--- config.mk ---
export PLATFORM = sky130hd
export DESIGN_NAME = fan_ctrl_multi
export DESIGN_NICKNAME = d
export VERILOG_FILES = /design/src/rtl/fan_ctrl_multi.sv
export SDC_FILE = /design/constraint.sdc
export NUM_CORES = 1
export LEC_CHECK = 0
export ABC_CLOCK_PERIOD_IN_PS = 3000
export CORE_ASPECT_RATIO = 0.5
export CORE_MARGIN = 2
export CORE_UTILIZATION = 50
export CTS_CLUSTER_SIZE = 8
export DETAILED_ROUTE_END_ITERATION = 8
export GPL_TIMING_DRIVEN = 0
export PLACE_DENSITY = 0.73
export SLEW_MARGIN = 0
export SYNTH_ARGS = -nofsm -noshare
export SYNTH_HDL_FRONTEND = slang
export SYNTH_SLANG_ARGS = --single-unit
--- constraint.sdc ---
create_clock -name clk_i -period 3 [get_ports clk_i]
set_input_delay 0.75 -clock clk_i [delete_from_list [all_inputs] [get_ports clk_i]]
set_output_delay 0.75 -clock clk_i [all_outputs]
set_load 0.03 [all_outputs]
--- src/rtl/fan_ctrl_multi.sv ---
// Multi-channel PWM fan controller: shared prescaler/PWM counter, per-channel duty
// ramping toward a target, and tach-based stall detection that forces full duty.
module fan_ctrl_multi #(
    parameter int NumCh        = 2,
    parameter int PwmWidth     = 4,
    parameter int PrescaleDiv  = 16,
    parameter int RampEn       = 1,
    parameter int StallPeriods = 8
) (
    input  logic                      clk_i,
    input  logic                      rst_i,
    input  logic [NumCh-1:0]          en_i,
    input  logic [NumCh*PwmWidth-1:0] setting_i,
    input  logic [NumCh-1:0]          tach_i,
    output logic [NumCh-1:0]          pwm_o,
    output logic [NumCh*PwmWidth-1:0] duty_o,
    output logic [NumCh-1:0]          stall_o,
    output logic                      period_tick_o
);

    localparam int PsW = (PrescaleDiv > 1) ? $clog2(PrescaleDiv) : 1;
    localparam logic [PsW-1:0]      PsLast  = PsW'(PrescaleDiv - 1);
    localparam logic [PwmWidth-1:0] DutyMax = {PwmWidth{1'b1}};
    localparam logic [PwmWidth-1:0] DutyOne = PwmWidth'(1);

    logic [PsW-1:0]      presc;
    logic [PwmWidth-1:0] cnt;
    logic                step;
    logic                pe;

    assign step = (presc == PsLast);
    assign pe   = step && (cnt == DutyMax);

    always_ff @(posedge clk_i or posedge rst_i) begin
        if (rst_i) begin
            presc         <= '0;
            cnt           <= '0;
            period_tick_o <= 1'b0;
        end else begin
            presc         <= step ? '0 : presc + PsW'(1);
            if (step) begin
                cnt <= cnt + DutyOne;
            end
            period_tick_o <= pe;
        end
    end

    for (genvar c = 0; c < NumCh; c++) begin : g_ch
        logic [PwmWidth-1:0] setting;
        logic [PwmWidth-1:0] tgt;
        logic [PwmWidth-1:0] duty;
        logic [PwmWidth-1:0] duty_next;
        logic                pwm;
        logic                stall;

        assign setting = setting_i[c*PwmWidth +: PwmWidth];
        assign tgt     = !en_i[c] ? '0 : (stall ? DutyMax : setting);

        // Ramping never overshoots: one step per period, only while unequal.
        always_comb begin
            duty_next = duty;
            if (RampEn == 0) begin
                duty_next = tgt;
            end else if (duty < tgt) begin
                duty_next = duty + DutyOne;
            end else if (duty > tgt) begin
                duty_next = duty - DutyOne;
            end
        end

        always_ff @(posedge clk_i or posedge rst_i) begin
            if (rst_i) begin
                duty <= '0;
                pwm  <= 1'b0;
            end else begin
                if (pe) begin
                    duty <= duty_next;
                end
                pwm <= en_i[c] && ((cnt < duty) || (duty == DutyMax));
            end
        end

        if (StallPeriods > 0) begin : g_stall
            localparam int ScW = $clog2(StallPeriods + 1);
            localparam logic [ScW-1:0] SatVal = ScW'(StallPeriods);

            logic [2:0]     sync;
            logic           rise;
            logic [ScW-1:0] scnt;
            logic           stall_q;

            assign rise = sync[1] && !sync[2];

            // A disabled or stopped fan is never counted toward a stall.
            always_ff @(posedge clk_i or posedge rst_i) begin
                if (rst_i) begin
                    sync    <= '0;
                    scnt    <= '0;
                    stall_q <= 1'b0;
                end else begin
                    sync <= {sync[1:0], tach_i[c]};
                    if (!en_i[c] || (duty == '0) || rise) begin
                        scnt <= '0;
                    end else if (pe && (scnt != SatVal)) begin
                        scnt <= scnt + ScW'(1);
                    end
                    if (!en_i[c] || rise) begin
                        stall_q <= 1'b0;
                    end else if ((scnt == SatVal) && (duty != '0)) begin
                        stall_q <= 1'b1;
                    end
                end
            end

            assign stall = stall_q;
        end else begin : g_nostall
            logic unused_tach;
            assign unused_tach = tach_i[c];
            assign stall       = 1'b0;
        end

        assign pwm_o[c]                        = pwm;
        assign duty_o[c*PwmWidth +: PwmWidth] = duty;
        assign stall_o[c]                      = stall;
    end

endmodule

==> key figures, run 1 <==
STA
  – Final Hold Vio Count: 0
  – Worst slew margin relative to its limit: 50.4%
  – Max Slew Vio Count: 0
  – Highest achievable clock rate: 342 MHz
  – Setup Skew: 0.00861 ns
  – Worst-Margin Slew: 0.743 ns
  – Final setup vio count: 0
  – Setup ws final: 0.0718 ns
  – Final min period: 2.93 ns
  – Crit share post-route: 97.6%
  – Worst-case hold slack: 0.356 ns

Worst setup path
  – Worst EP arrival: 3.11 ns
  – Startpoint types: primary input
  – Kind of critical path: primary input to flop
  – Data required time of the critical path: 3.18 ns
  – Crit path max fanout: 3
  – Critical path capture point type: flop

Job
  – Max capacitance violation total: 0

GRT
  – Initial antenna violation count: 0
  – Largest net degree at the start of global routing: 36
  – Grt total ovfl: 0
  – First-pass GRT wire length: 7.09 mm
  – GRT Total Usage: 20.1%
  – Vias in the first global route: 1567

Drt
  – DR vias/cell: 5.35
  – Post-route ant nets: 0
  – Routed WL: 4.31 mm
  – Drt first pass iters: 5
  – Routed len/inst: 15.1 microns
  – Vias: 1524
  – Initial detailed-routing violation count: 92
  – DRC errors left: 0

Status
  – Status: finished, final reports clean

Power and ir drop
  – P_sw: 0.239 mW
  – Sw frac: 23.0%
  – Internal power: 0.801 mW
  – Clock share of power: 43.3%
  – Max IR drop VDD: 0.000247 V
  – Comb pwr share: 10.7%
  – Pleak: 1.18 nW
  – Pwr Density: 385 mW/mm^2
  – Flop pwr share: 46.0%

Layout
  – Commonest non-fill, non-tap cell in the layout: dfrtp_1
  – Layout cells sized above 1: 21.2%
  – ANT cells: 0
  – Area Growth Syn to Fin: 27.6%
  – Commonest cells after routing, fill and taps aside: dfrtp_1, clkdlybuf4s50_1, ha_1
  – Nets@finish: 270
  – Fillers: 292
  – Fin cells: 285

Placed design
  – Placed Cells: 269
  – Gpl congestion: 0.810
  – Port bufs: 26
  – Pre-CTS WS: -0.546 ns
  – Dpl hpwl: 2.91 mm

Synthesis
  – Yosys Warn Count: 0
  – EDFF count, synth: 0
  – Gate Count Post-Synth: 189
  – Async S/R FF share, synth: 100%
  – Avg Synthesized Cell Area: 11.2 sq um
  – Post-Syn Nets: 229
  – Seq cells post-synth: 35
  – Top FF cell, synth: dfrtp_1
  – Netlist Area Pre-Place: 0.00212 sq mm
  – Synth unique cells: 32
  – Sequential element share of the synthesized area: 41.4%

Floorplanning
  – Core Box Area: 0.00398 sq mm
  – # rows: 16
  – Die X: 96.0 microns
  – Initial Util: 53.1%
  – IO Count: 27
  – Die Y: 50 microns
  – Total die area: 0.00480 sq mm

CTS
  – Sinks on the clock net: 35
  – CTS tree: built
  – Worst-skew pair later-pin latency: 0.30 ns
  – Worst-path clk slew: 0.08 ns
  – CTS Buffer Depth: 2
  – H-tree levels: 2
  – TritonCTS Buffers: 5
  – Clock root cell: clkbuf_8

Worst hold path
  – Hold WC Path Type: flop to flop
[sequential cells by signal (all words and copies together), names as in the netlist]
name                  count
cnt                       4
g_ch.duty                 8
g_ch.g_stall.scnt         8
g_ch.g_stall.stall_q      2
g_ch.g_stall.sync         6
g_ch.pwm                  2
period_tick_o             1
presc                     4
[cells in the mapped netlist, types with 4 or more instances]
| cell | n | area [sq um] |
|---|---|---|
| o21ai_0 | 10 | 50.1 |
| o21a_1 | 4 | 30.0 |
| nand2_1 | 10 | 37.5 |
| nand3_1 | 7 | 35.0 |
| nand4_1 | 7 | 43.8 |
| ha_1 | 24 | 300 |
| xor2_1 | 5 | 43.8 |
| inv_1 | 14 | 52.6 |
| a21o_1 | 4 | 30.0 |
| a21oi_1 | 11 | 55.1 |
| buf_4 | 4 | 30.0 |
| dfrtp_1 | 35 | 876 |
| nor2_1 | 9 | 33.8 |
| nand2b_1 | 4 | 25.0 |
| xnor2_1 | 9 | 78.8 |
[critical path, cell delays in order]
cell and delay [ns]:
clkdlybuf4s50_1 0.46, o21ai_1 0.06, ha_1 0.32, nor2b_4 0.14
o211ai_1 0.23, nand2_1 0.14, buf_6 0.14, ha_4 0.27
nand3_2 0.08, nand2_2 0.12, and3_4 0.19, o21bai_4 0.07
xnor2_2 0.13
[layer usage]
metal	track usage (%)	share of wire, %
met3	4.89	5.4
met5	0	0
met2	32.5	47
met4	10.2	1.7
met1	25.0	46
[per-stage QoR]
| step | power (mW) | area (sq um) | TNS (ns) | util, % |
|---|---|---|---|---|
| after floorplan | 0.539 | 2120 | 0 | - |
| after global routing | 1.09 | 2700 | -0.0841 | 67.7 |
| after CTS | 1.03 | 2600 | 0 | 65.3 |
| final | 1.04 | 2700 | 0 | 67.7 |
| after global placement | 0.568 | 2440 | -1.54 | 61.3 |
| after detailed placement | 0.571 | 2440 | -1.94 | 61.3 |
[final timing paths]
path	cells after the start	startpoint	end	slack [ns]
min	0	g_ch[1].g_stall.sync[0]$_DFF_PP0_	g_ch[1].g_stall.sync[1]$_DFF_PP0_	0.36
max reg2reg	11	g_ch[1].g_stall.stall_q$_DFFE_PP0P_	g_ch[1].duty[3]$_DFFE_PP0P_	0.50
max in group asynchronous	2	rst_i	g_ch[1].pwm$_DFF_PP0_	1.61
min in group asynchronous	2	rst_i	g_ch[1].g_stall.scnt[2]$_DFFE_PP0P_	0.91
max	13	setting_i[1]	g_ch[0].duty[3]$_DFFE_PP0P_	0.07
min reg2reg	0	g_ch[1].g_stall.sync[0]$_DFF_PP0_	g_ch[1].g_stall.sync[1]$_DFF_PP0_	0.36
[power groups by stage]
stage	Clock, mW	Combinational [mW]	Sequential, mW
floorplan	0	0.0516	0.487
global placement	0	0.0802	0.488
detailed placement	0	0.0835	0.488
CTS	0.457	0.0908	0.479
global route	0.486	0.121	0.479
finish	0.450	0.111	0.479
[timing repair]
| action | 4_1_cts | 5_1_grt |
|---|---|---|
| cloned | 0 | 0 |
| hold endpoints to repair | 0 | 0 |
| pin swaps | 3 | 8 |
| hold buffers | 0 | 0 |
| setup endpoints to repair | 2 | 4 |
| gates resized for setup | 5 | 15 |
| buffers inserted | 3 | 5 |
[cell type report]
type	instances	area, sq um	area share, %
multi-input combinational	136	1230	45.6
sequential	35	876	32.5
timing repair buffer	34	325	12.1
clock buffer	6	82.6	3.06
tap	54	67.6	2.50
inverter	14	52.6	1.95
clock inverter	2	35.0	1.30
buffer	4	30.0	1.11
[cell families (layout without fill, tap and decap cells)]
group                      Yosys count  count (layout)  share of synthesized area, %
and+or+nand+nor                     55              55                          17.8
AOI/OAI and AO/OA                   35              35                          11.1
DFF                                 35              35                          41.4
adders and majority gates           26              26                          16.1
buffers and inverters               18              60                          3.90
xor gates and xnor gates            16              16                          7.33
muxes                                4               4                          2.37
(Power assumes the default switching activity.)
==> run 2, diff against run 1 <==
Settings changed: SKIP_CTS_REPAIR_TIMING set to 1.
==> key figures, run 2 (synthesis gave the netlist of run 1 again) <==
Placed design
  – Gpl congestion: 0.810 (unchanged)
  – Placed Cells: 269 (unchanged)
  – Port bufs: 26 (unchanged)
  – Dpl hpwl: 2.91 mm (unchanged)
  – Pre-CTS WS: -0.546 ns (unchanged)
  – Area post-placement: 0.00244 sq mm (unchanged)

GRT
  – First-pass GRT wire length: 6.99 mm (was 7.09 mm)
  – Initial antenna violation count: 0 (unchanged)
  – Grt total ovfl: 0 (unchanged)
  – Largest net degree at the start of global routing: 36 (unchanged)
  – Vias in the first global route: 1540 (was 1567)
  – GRT Total Usage: 19.8% (was 20.1%)

Worst setup path
  – Kind of critical path: primary input to flop (unchanged)
  – Data required time of the critical path: 3.18 ns (about the same)
  – CP max-delay cell: clkdlybuf4s50_1 (unchanged)
  – CP peak stage delay: 0.45 ns (was 0.46 ns)
  – Origin of the critical flop-to-flop path: g_ch[0].g_stall.stall_q$_DFFE_PP0P_ (was g_ch[1].g_stall.stall_q$_DFFE_PP0P_)
  – Crit path max fanout: 3 (unchanged)
  – R2R depth: 12 (was 11)
  – Flop-to-flop setup slack: 0.43 ns (was 0.50 ns)
  – Critical path capture point type: flop (unchanged)
  – Reg2reg end: g_ch[0].duty[3]$_DFFE_PP0P_ (was g_ch[1].duty[3]$_DFFE_PP0P_)
  – Worst EP arrival: 3.07 ns (was 3.11 ns)
  – Most frequent CP cell: ha_1
  – Cells along the critical path: clkdlybuf4s50_1 -> o21ai_0 -> ha_1 -> a21oi_1 -> nand2_1 -> buf_4 -> ha_1 -> nand3_1 -> nand2_2 -> and3_4 -> o21bai_4 -> xnor2_2 (was clkdlybuf4s50_1 -> o21ai_1 -> ha_1 -> nor2b_4 -> o211ai_1 -> nand2_1 -> buf_6 -> ha_4 -> nand3_2 -> nand2_2 -> and3_4 -> o21bai_4 -> xnor2_2)
  – Startpoint types: primary input (unchanged)

Layout
  – Largest registers: g_ch.duty (8), g_ch.g_stall.scnt (8), g_ch.g_stall.sync (6) (unchanged)
  – Fillers: 295 (was 292)
  – Commonest non-fill, non-tap cell in the layout: dfrtp_1 (unchanged)
  – Commonest cells after routing, fill and taps aside: dfrtp_1, ha_1, clkdlybuf4s50_1 (was dfrtp_1, clkdlybuf4s50_1, ha_1)
  – Design Area, Final: 0.00268 sq mm (was 0.00270 sq mm)
  – ANT cells: 0 (unchanged)
  – Multi-input gate area: 0.00121 sq mm (was 0.00123 sq mm)
  – Nets@finish: 269 (was 270)
  – Register area: 876 sq um (unchanged)
  – Layout cells sized above 1: 20.4% (was 21.2%)
  – Fin cells: 284 (was 285)
  – Area Growth Syn to Fin: 26.7% (was 27.6%)

Power and ir drop
  – Total power: 1.04 mW (about the same)
  – Pwr Density: 388 mW/mm^2 (was 385 mW/mm^2)
  – Pleak: 1.21 nW (was 1.18 nW)
  – Max IR drop VDD: 0.000244 V (was 0.000247 V)

Floorplanning
  – Core Box Area: 0.00398 sq mm (unchanged)
  – Total die area: 0.00480 sq mm (unchanged)
  – IO Count: 27 (unchanged)
  – Initial Util: 53.1% (unchanged)
  – # rows: 16 (unchanged)
  – Die X: 96.0 microns (unchanged)
  – Die Y: 50 microns (unchanged)

STA
  – Worst-Margin Slew: 0.722 ns (was 0.743 ns)
  – Setup Skew: 0.00667 ns (was 0.00861 ns)
  – Max Slew Vio Count: 0 (unchanged)
  – Final min period: 2.88 ns (was 2.93 ns)
  – Final Hold Vio Count: 0 (unchanged)
  – Crit share post-route: 96.1% (was 97.6%)
  – Setup ws final: 0.117 ns (was 0.0718 ns)
  – Sum Neg Setup Slack: 0 ns (unchanged)
  – Final setup vio count: 0 (unchanged)
  – Highest achievable clock rate: 347 MHz (was 342 MHz)
  – Worst slew margin relative to its limit: 51.8% (was 50.4%)

Worst hold path
  – Hold WC Path Type: flop to flop (unchanged)
  – HP Start: g_ch[1].g_stall.sync[0]$_DFF_PP0_ (unchanged)
  – Hold EP: g_ch[1].g_stall.sync[1]$_DFF_PP0_ (unchanged)
  – Worst Hold Depth: 0 (unchanged)

Drt
  – M1 wire length: 1.94 mm (was 1.98 mm)
  – DRC errors left: 0 (unchanged)
  – DR vias/cell: 5.47 (was 5.35)
  – Drt first pass iters: 5 (unchanged)
  – Initial detailed-routing violation count: 87 (was 92)
  – Routed met2 length: 2.00 mm (was 2.02 mm)
  – DR WL met3: 229 microns (was 234 microns)
  – Routed len/inst: 15.1 microns (about the same)
  – Vias: 1554 (was 1524)
  – Top Metal Used: met4 (unchanged)
  – Post-route ant nets: 0 (unchanged)
  – Routed WL: 4.28 mm (was 4.31 mm)

CTS
  – Sinks on the clock net: 35 (unchanged)
  – Worst-path clk slew: 0.08 ns (about the same)
  – Clock root cell: clkbuf_8 (unchanged)
  – CTS Buffer Depth: 2 (unchanged)
  – TritonCTS Buffers: 5 (unchanged)
  – Worst-skew pair later-pin latency: 0.30 ns (about the same)
  – CTS tree: built (unchanged)
  – H-tree levels: 2 (unchanged)

Job
  – Max capacitance violation total: 0 (unchanged)

Status
  – Status: finished, final reports clean (unchanged)
[run 2: cell count changes in the layout (fill, tap and decap cells not counted), moves of 2 or more]
| cell | delta |
|---|---|
| a21oi_1 | +2 |
| dlygate4sd2_1 | -2 |
| buf_6 | -2 |
| dlymetal6s2s_1 | +4 |
| clkdlybuf4s50_1 | -2 |
[run 2: cell type report]
type | instances | area share [%]
buffer | 4 | 1.12
sequential | 35 | 32.7
clock inverter | 2 | 1.31
multi-input combinational | 136 | 45.3
timing repair buffer | 33 | 12.0
tap | 54 | 2.52
inverter | 14 | 1.96
clock buffer | 6 | 3.08
[run 2: stage by stage]
stage               utilization (%)  hold slack, ns
floorplan                         -           0.331
global placement               61.3           0.334
detailed placement             61.3           0.344
CTS                            64.3           0.360
global route                   67.3           0.368
finish                         67.3           0.356
[run 2: worst max path at each step]
stage	from	to	cells after the start
6_report	setting_i[3]	g_ch[0].duty[3]$_DFFE_PP0P_	12
5_1_grt	setting_i[7]	g_ch[1].duty[3]$_DFFE_PP0P_	11
4_1_cts	en_i[1]	g_ch[1].duty[3]$_DFFE_PP0P_	12
3_5_place_dp	en_i[0]	g_ch[0].duty[3]$_DFFE_PP0P_	12
3_3_place_gp	en_i[0]	g_ch[0].duty[3]$_DFFE_PP0P_	12
2_1_floorplan	setting_i[1]	g_ch[0].duty[3]$_DFFE_PP0P_	11
[run 2: where the power goes]
group          total, mW  internal [mW]  switching (mW)
combinational      0.106         0.0522          0.0539
clock              0.454          0.269           0.185
sequential         0.479          0.477         0.00174
[run 2: worst max-delay path, delay by kind of cell]
| family | cells | cell delay, ns |
|---|---|---|
| compound gates | 3 | 0.41 |
| xor+xnor | 1 | 0.13 |
| fa+ha+maj | 2 | 0.59 |
| buf+inv | 2 | 0.62 |
| simple gates | 4 | 0.57 |
[run 2: routing by layer]
| metal | vias up | GRT usage (%) |
|---|---|---|
| met4 | 0 | 9.52 |
| met5 | - | 0 |
| met1 | 758 | 24.9 |
| li1 | 735 | - |
| met2 | 50 | 32.1 |
| met3 | 11 | 4.89 |
